[src/rtl/pipe_stall_ctrl_pkg.sv]
// Shared stall-bus patterns and controller state encodings.
// Imported by pipe_stall_ctrl and stall_wait_counter.
package pipe_stall_ctrl_pkg;

  localparam int STALL_BUS_W = 6;

  typedef logic [STALL_BUS_W-1:0] stall_bus_t;

  localparam logic Stop   = 1'b1;
  localparam logic NoStop = 1'b0;

  // bit 0 = PC ... bit 5 = WB
  localparam stall_bus_t STALL_NONE = 6'b000000;
  localparam stall_bus_t STALL_ID   = 6'b000111;
  localparam stall_bus_t STALL_EX   = 6'b001111;
  localparam stall_bus_t STALL_MEM  = 6'b011111;

  typedef enum logic [1:0] {
    CTRL_IDLE = 2'd0,
    CTRL_LU   = 2'd1,
    CTRL_EXW  = 2'd2,
    CTRL_MEMW = 2'd3
  } ctrl_state_e;

  // The state a request moves the FSM into also names
  // the pattern it drives this cycle.
  function automatic stall_bus_t stall_pattern(
    input ctrl_state_e s
  );
    stall_bus_t p;
    p = STALL_NONE;
    unique case (s)
      CTRL_LU:   p = STALL_ID;
      CTRL_EXW:  p = STALL_EX;
      CTRL_MEMW: p = STALL_MEM;
      default:   p = STALL_NONE;
    endcase
    return p;
  endfunction

endpackage

[src/rtl/stall_wait_counter.sv]
// Watchdog for EX multi-cycle waits: counts consecutive busy
// cycles (saturating) and raises a sticky flag at EX_TIMEOUT.
// Ports: clk, rst (async high), inc_i (busy), flag_o (sticky).
module stall_wait_counter
  import pipe_stall_ctrl_pkg::*;
#(
  parameter int CNT_W      = 7,
  parameter int EX_TIMEOUT = 64
) (
  input  logic clk,
  input  logic rst,
  input  logic inc_i,
  output logic flag_o
);

  localparam logic [CNT_W-1:0] LIMIT = CNT_W'(EX_TIMEOUT);

  logic [CNT_W-1:0] cnt_q, cnt_d;
  logic             flag_q, flag_d;

  always_comb begin
    cnt_d  = '0;
    flag_d = flag_q;
    if (inc_i) begin
      cnt_d = (&cnt_q) ? cnt_q : cnt_q + 1'b1;
    end
    // flag rises on the same edge the count lands on LIMIT
    if (cnt_d >= LIMIT) begin
      flag_d = 1'b1;
    end
  end

  always_ff @(posedge clk or posedge rst) begin
    if (rst) begin
      cnt_q  <= '0;
      flag_q <= 1'b0;
    end else begin
      cnt_q  <= cnt_d;
      flag_q <= flag_d;
    end
  end

  assign flag_o = flag_q;

endmodule

[src/rtl/pipe_stall_ctrl.sv]
// Central stall sequencer: arbitrates ID/EX/MEM stall requests
// (MEM > EX > ID) and drives the shared stall bus.
// Ports: clk, rst (async high), stallreq_for_{id_if,ex,mem},
// stall[STALL_W], ctrl_state[2], ex_timeout (sticky).
// Macro STALL_PERF_CNT_EN adds perf_{lu,ex,mem}_cnt[32].
module pipe_stall_ctrl
  import pipe_stall_ctrl_pkg::*;
#(
  parameter int STALL_W    = 6,
  parameter int EX_TIMEOUT = 64,
  parameter int CNT_W      = 7
) (
  input  logic               clk,
  input  logic               rst,
  input  logic               stallreq_for_id_if,
  input  logic               stallreq_for_ex,
  input  logic               stallreq_for_mem,
  output logic [STALL_W-1:0] stall,
  output logic [1:0]         ctrl_state,
  output logic               ex_timeout
`ifdef STALL_PERF_CNT_EN
  ,
  output logic [31:0]        perf_lu_cnt,
  output logic [31:0]        perf_ex_cnt,
  output logic [31:0]        perf_mem_cnt
`endif
);

  ctrl_state_e state_q, state_d;
  logic        id_masked;
  logic        win_mem, win_ex, win_id;
  stall_bus_t  pattern;

  // One hazard yields one bubble: the ID request is ignored
  // during the bubble cycle itself.
  assign id_masked = (state_q == CTRL_LU);

  assign win_mem = stallreq_for_mem;
  assign win_ex  = stallreq_for_ex & ~stallreq_for_mem;
  assign win_id  = stallreq_for_id_if & ~id_masked
                 & ~stallreq_for_ex & ~stallreq_for_mem;

  always_comb begin
    state_d = CTRL_IDLE;
    unique case (1'b1)
      win_mem: state_d = CTRL_MEMW;
      win_ex:  state_d = CTRL_EXW;
      win_id:  state_d = CTRL_LU;
      default: state_d = CTRL_IDLE;
    endcase
  end

  // Mealy output: the winning request stalls this cycle.
  assign pattern = stall_pattern(state_d);
  assign stall   = rst ? '0 : STALL_W'(pattern);

  always_ff @(posedge clk or posedge rst) begin
    if (rst) begin
      state_q <= CTRL_IDLE;
    end else begin
      state_q <= state_d;
    end
  end

  assign ctrl_state = state_q;

  stall_wait_counter #(
    .CNT_W      (CNT_W),
    .EX_TIMEOUT (EX_TIMEOUT)
  ) u_wdog (
    .clk    (clk),
    .rst    (rst),
    .inc_i  (stallreq_for_ex),
    .flag_o (ex_timeout)
  );

`ifdef STALL_PERF_CNT_EN
  logic [31:0] perf_lu_q, perf_ex_q, perf_mem_q;

  always_ff @(posedge clk or posedge rst) begin
    if (rst) begin
      perf_lu_q  <= '0;
      perf_ex_q  <= '0;
      perf_mem_q <= '0;
    end else begin
      if (win_id)  perf_lu_q  <= perf_lu_q + 32'd1;
      if (win_ex)  perf_ex_q  <= perf_ex_q + 32'd1;
      if (win_mem) perf_mem_q <= perf_mem_q + 32'd1;
    end
  end

  assign perf_lu_cnt  = perf_lu_q;
  assign perf_ex_cnt  = perf_ex_q;
  assign perf_mem_cnt = perf_mem_q;
`endif

endmodule
[config.mk]
export PLATFORM = sky130hd
export DESIGN_NAME = pipe_stall_ctrl
export DESIGN_NICKNAME = d
export VERILOG_FILES = /design/src/rtl/pipe_stall_ctrl_pkg.sv /design/src/rtl/stall_wait_counter.sv /design/src/rtl/pipe_stall_ctrl.sv
export SDC_FILE = /design/constraint.sdc
export NUM_CORES = 1
export LEC_CHECK = 0
export CORE_AREA = 5 5 42 44
export CTS_BUF_LIST = sky130_fd_sc_hd__clkbuf_16
export DETAILED_ROUTE_END_ITERATION = 10
export DIE_AREA = 0 0 47 49
export PLACE_DENSITY = 0.71
export RECOVER_POWER = 50
export SLEW_MARGIN = 20
export SYNTH_ARGS = -nofsm -noshare
export SYNTH_HDL_FRONTEND = slang
export SYNTH_SLANG_ARGS = --single-unit
[constraint.sdc]
create_clock -name clk -period 1.5 [get_ports clk]
set_clock_uncertainty 0.2 [all_clocks]
set_input_delay 0.225 -clock clk [delete_from_list [all_inputs] [get_ports clk]]
set_output_delay 0.225 -clock clk [all_outputs]
set_load 0.05 [all_outputs]
==> flow_summary.json <==
{
  "status": "finished, violations left",
  "row_cnt": 14,
  "final_layout_size_suffix_gt1_share_pct": 41.8,
  "core_sq_mm": 0.00140,
  "place_ws_ns": -0.189,
  "grt.total_usage_pct": 12.7,
  "post_synth_inst_count": 48,
  "cts_root_buffer": "sky130_fd_sc_hd__clkbuf_16",
  "p_sw_share_pct": 24.5,
  "max-vdd-ir-drop_mv": 0.858,
  "holdCritPathClass": "in2async",
  "drcViolationCount": 0,
  "cts.htree.levels": 1,
  "crit_path_setup_slack_layout_ns": -0.0921,
  "synth.ff_latch_count": 10,
  "post_layout_nonfiller_instances": 83,
  "clkSlewWorstSetupHoldPaths_ns": 0.04,
  "element_type_at_the_critical_path_end": "output pin",
  "regToRegSetupSlack_ns": 0.05,
  "failed_checks": "hold timing, setup timing",
  "grt-ovfl-total": 0,
  "leakage_nw": 0.392,
  "cts_tree": "built",
  "crit-reg2reg-capture": "u_wdog.flag_o$_DFFE_PP0P_",
  "timing.final.setup_violations": 3,
  "cts_inserted_buffers": 3,
  "grt_setup_unrepaired": "yes",
  "synthToLayoutAreaGrowth_pct": 72.5,
  "crit-reg2reg-launch": "u_wdog.cnt_q[0]$_DFF_PP0_",
  "timing.final.crit_share_pct": 106,
  "ctsHoldBuffers": 0,
  "crit_fanout": 3,
  "finalCriticalPeriod_ns": 1.59,
  "power.share.sequential_pct": 31.2,
  "syn_area_per_cell_sq_um": 10.2,
  "die_area_sq_mm": 0.00230,
  "place_hpwl_microns": 824,
  "timing.setup.critical_path_class": "reg2out",
  "switching_power_mw": 0.233,
  "synthesis.area_sq_um": 492,
  "dieWidth_microns": 47,
  "synth-seq-area-share_pct": 50.9,
  "antenna_found_initial": 0,
  "post_synth_num_cell_types": 22,
  "finalNetCount": 74,
  "internal_power_mw": 0.718,
  "avgViaCountPerCell": 5.14,
  "power_frac_comb_pct": 19.7,
  "via_count": 427,
  "finalCoreUtilization_pct": 60.5,
  "wl_per_cell_microns": 14.8,
  "wire_length_of_the_first_global_routing_pass_microns": 2120,
  "drt_pre_antenna_iters": 4,
  "crit_arrival_ns": 1.17,
  "crit_required_ns": 1.07,
  "floorplan.die.height_microns": 49,
  "cellPowerDensity_mw_per_mm2": 1120,
  "io_buffer_count": 12,
  "start_util_pct": 35.1,
  "cts-root-to-sink-buffers": 2,
  "drt-initial-drc-count": 8,
  "clock_power_share_pct": 49.2,
  "synth_top_cells_by_area": "sky130_fd_sc_hd__dfrtp_1 (51%), sky130_fd_sc_hd__a211oi_1 (4.6%), sky130_fd_sc_hd__buf_4 (4.6%)",
  "number_of_antenna_repair_diodes": 0,
  "filler_cell_count": 127,
  "synth_warnings": 0,
  "io_pins": 14,
  "yosysTopAreaCell": "sky130_fd_sc_hd__dfrtp_1",
  "gp_routability_congestion": 0.739,
  "whs_ns": -0.000483,
  "number_of_hold_slack_violations_in_the_final_timing_report": 5,
  "rr_worst_depth": 4,
  "largest_net_degree_at_the_start_of_global_routing": 11,
  "clock_sinks": 10,
  "skew_pair_late_insertion_delay_ns": 0.23,
  "report.power.total_mw": 0.951,
  "crit_path_start_kind": "flop",
  "wl_microns": 1230,
  "max_cap_violations": 0,
  "number_of_placed_instances_taps_included": 76,
  "final_antenna_violating_net_count": 0,
  "max_slew_violation_count": 0,
  "grt_pass1_vias": 455,
  "netlist.area_leader.share_pct": 50.9,
  "mappedNetlistNets": 54,
  "tns_ns": -0.275,
  "maximum_clock_rate_mhz": 628
}
-- through the flow --
| step | hold slack (ns) | cell area, sq um |
|---|---|---|
| detailed placement | 0.331 | 729 |
| global placement | 0.326 | 729 |
| floorplan | -0.135 | 517 |
| CTS | 0.0110 | 811 |
| global route | 0.0460 | 848 |
| finish | -0.000483 | 848 |
-- per-layer routing --
metal | track usage (%) | vias to the layer above | part of all wire (%)
met5 | 0 | - | 0
met1 | 14.5 | 204 | 41
met4 | 5.53 | 0 | 0.81
met3 | 4.06 | 2 | 4.2
met2 | 20.6 | 11 | 54
li1 | - | 210 | -
-- timing repair --
item	in CTS	in global routing
pin swaps	1	1
setup endpoints to repair	5	9
setup buffers	0	3
gates resized for setup	4	4
-- registers in the layout (all words and copies together) (netlist names) --
register       flops
u_wdog.flag_o      1
u_wdog.cnt_q       7
ctrl_state         2
-- cells in the mapped netlist --
cell type,number
sky130_fd_sc_hd__dfrtp_1,10
sky130_fd_sc_hd__inv_1,4
sky130_fd_sc_hd__a211oi_1,3
sky130_fd_sc_hd__a21oi_1,3
sky130_fd_sc_hd__a31oi_1,3
sky130_fd_sc_hd__buf_4,3
sky130_fd_sc_hd__nand2_1,3
sky130_fd_sc_hd__nor2_1,3
sky130_fd_sc_hd__o21ai_0,2
sky130_fd_sc_hd__o21bai_1,2
sky130_fd_sc_hd__and3_1,1
sky130_fd_sc_hd__and4_1,1
sky130_fd_sc_hd__and4_4,1
sky130_fd_sc_hd__conb_1,1
sky130_fd_sc_hd__ha_1,1
sky130_fd_sc_hd__mux2i_1,1
sky130_fd_sc_hd__nand3_4,1
sky130_fd_sc_hd__nand4_1,1
sky130_fd_sc_hd__nor2b_1,1
sky130_fd_sc_hd__nor3_1,1
sky130_fd_sc_hd__nor3b_1,1
sky130_fd_sc_hd__o21ai_1,1
-- logic make-up (layout without fill, tap and decap cells) --
| kind of cell | Yosys count | count (layout) | share of synthesized area [%] |
|---|---|---|---|
| simple gates | 14 | 14 | 18.6 |
| fa+ha+maj | 1 | 1 | 2.54 |
| other cells | 1 | 1 | 0.763 |
| flops | 10 | 10 | 50.9 |
| buf+inv | 7 | 26 | 7.63 |
| compound gates | 14 | 14 | 17.6 |
| mux | 1 | 1 | 2.04 |
-- placed cells by master (no fill, tap or decap), types with 2 or more instances in the layout --
cell	synthesis	layout
sky130_fd_sc_hd__buf_12	0	8
sky130_fd_sc_hd__dfrtp_1	10	8
sky130_fd_sc_hd__buf_4	3	6
sky130_fd_sc_hd__inv_1	4	3
sky130_fd_sc_hd__nand2_1	3	3
sky130_fd_sc_hd__a31oi_1	3	3
sky130_fd_sc_hd__clkbuf_16	0	3
sky130_fd_sc_hd__a21oi_1	3	2
sky130_fd_sc_hd__a211oi_2	0	2
sky130_fd_sc_hd__o21bai_1	2	2
sky130_fd_sc_hd__nor2_1	3	2
sky130_fd_sc_hd__dfrtp_2	0	2
sky130_fd_sc_hd__dlygate4sd2_1	0	2
sky130_fd_sc_hd__dlymetal6s2s_1	0	2
-- worst max-delay path: stages, from the launching register on --
cell and delay [ns]:
sky130_fd_sc_hd__dfrtp_2 0.40, sky130_fd_sc_hd__inv_2 0.05, sky130_fd_sc_hd__o21ai_2 0.07, sky130_fd_sc_hd__a21oi_4 0.24, sky130_fd_sc_hd__buf_12 0.17
-- layout make-up --
cell class	count	area (sq um)	share of cell area, %
Clock inverter	1	3.75	0.442
Clock buffer	3	75.1	8.85
Multi-Input combinational cell	31	234	27.6
Sequential cell	10	253	29.8
Tap cell	16	20.0	2.36
Timing Repair Buffer	18	248	29.2
Inverter	4	15.0	1.77
-- worst max path at each step --
stage | to | slack (ns) | start | cells after the start
detailed placement | stall[0] | -0.19 | stallreq_for_mem | 4
CTS | stall[0] | -0.15 | ctrl_state[0]$_DFF_PP0_ | 4
global route | stall[0] | -0.15 | ctrl_state[0]$_DFF_PP0_ | 4
global placement | stall[0] | -0.17 | stallreq_for_ex | 4
finish | stall[0] | -0.09 | ctrl_state[0]$_DFF_PP0_ | 4
floorplan | stall[1] | -0.18 | ctrl_state[0]$_DFF_PP0_ | 4
-- power by group through the flow --
stage	logic, mW	clock network (mW)	registers (mW)
floorplan	0.0775	0	0.315
global placement	0.174	0	0.301
detailed placement	0.176	0	0.302
CTS	0.177	0.468	0.298
global route	0.198	0.489	0.298
finish	0.187	0.468	0.296
(Power assumes the default switching activity.)
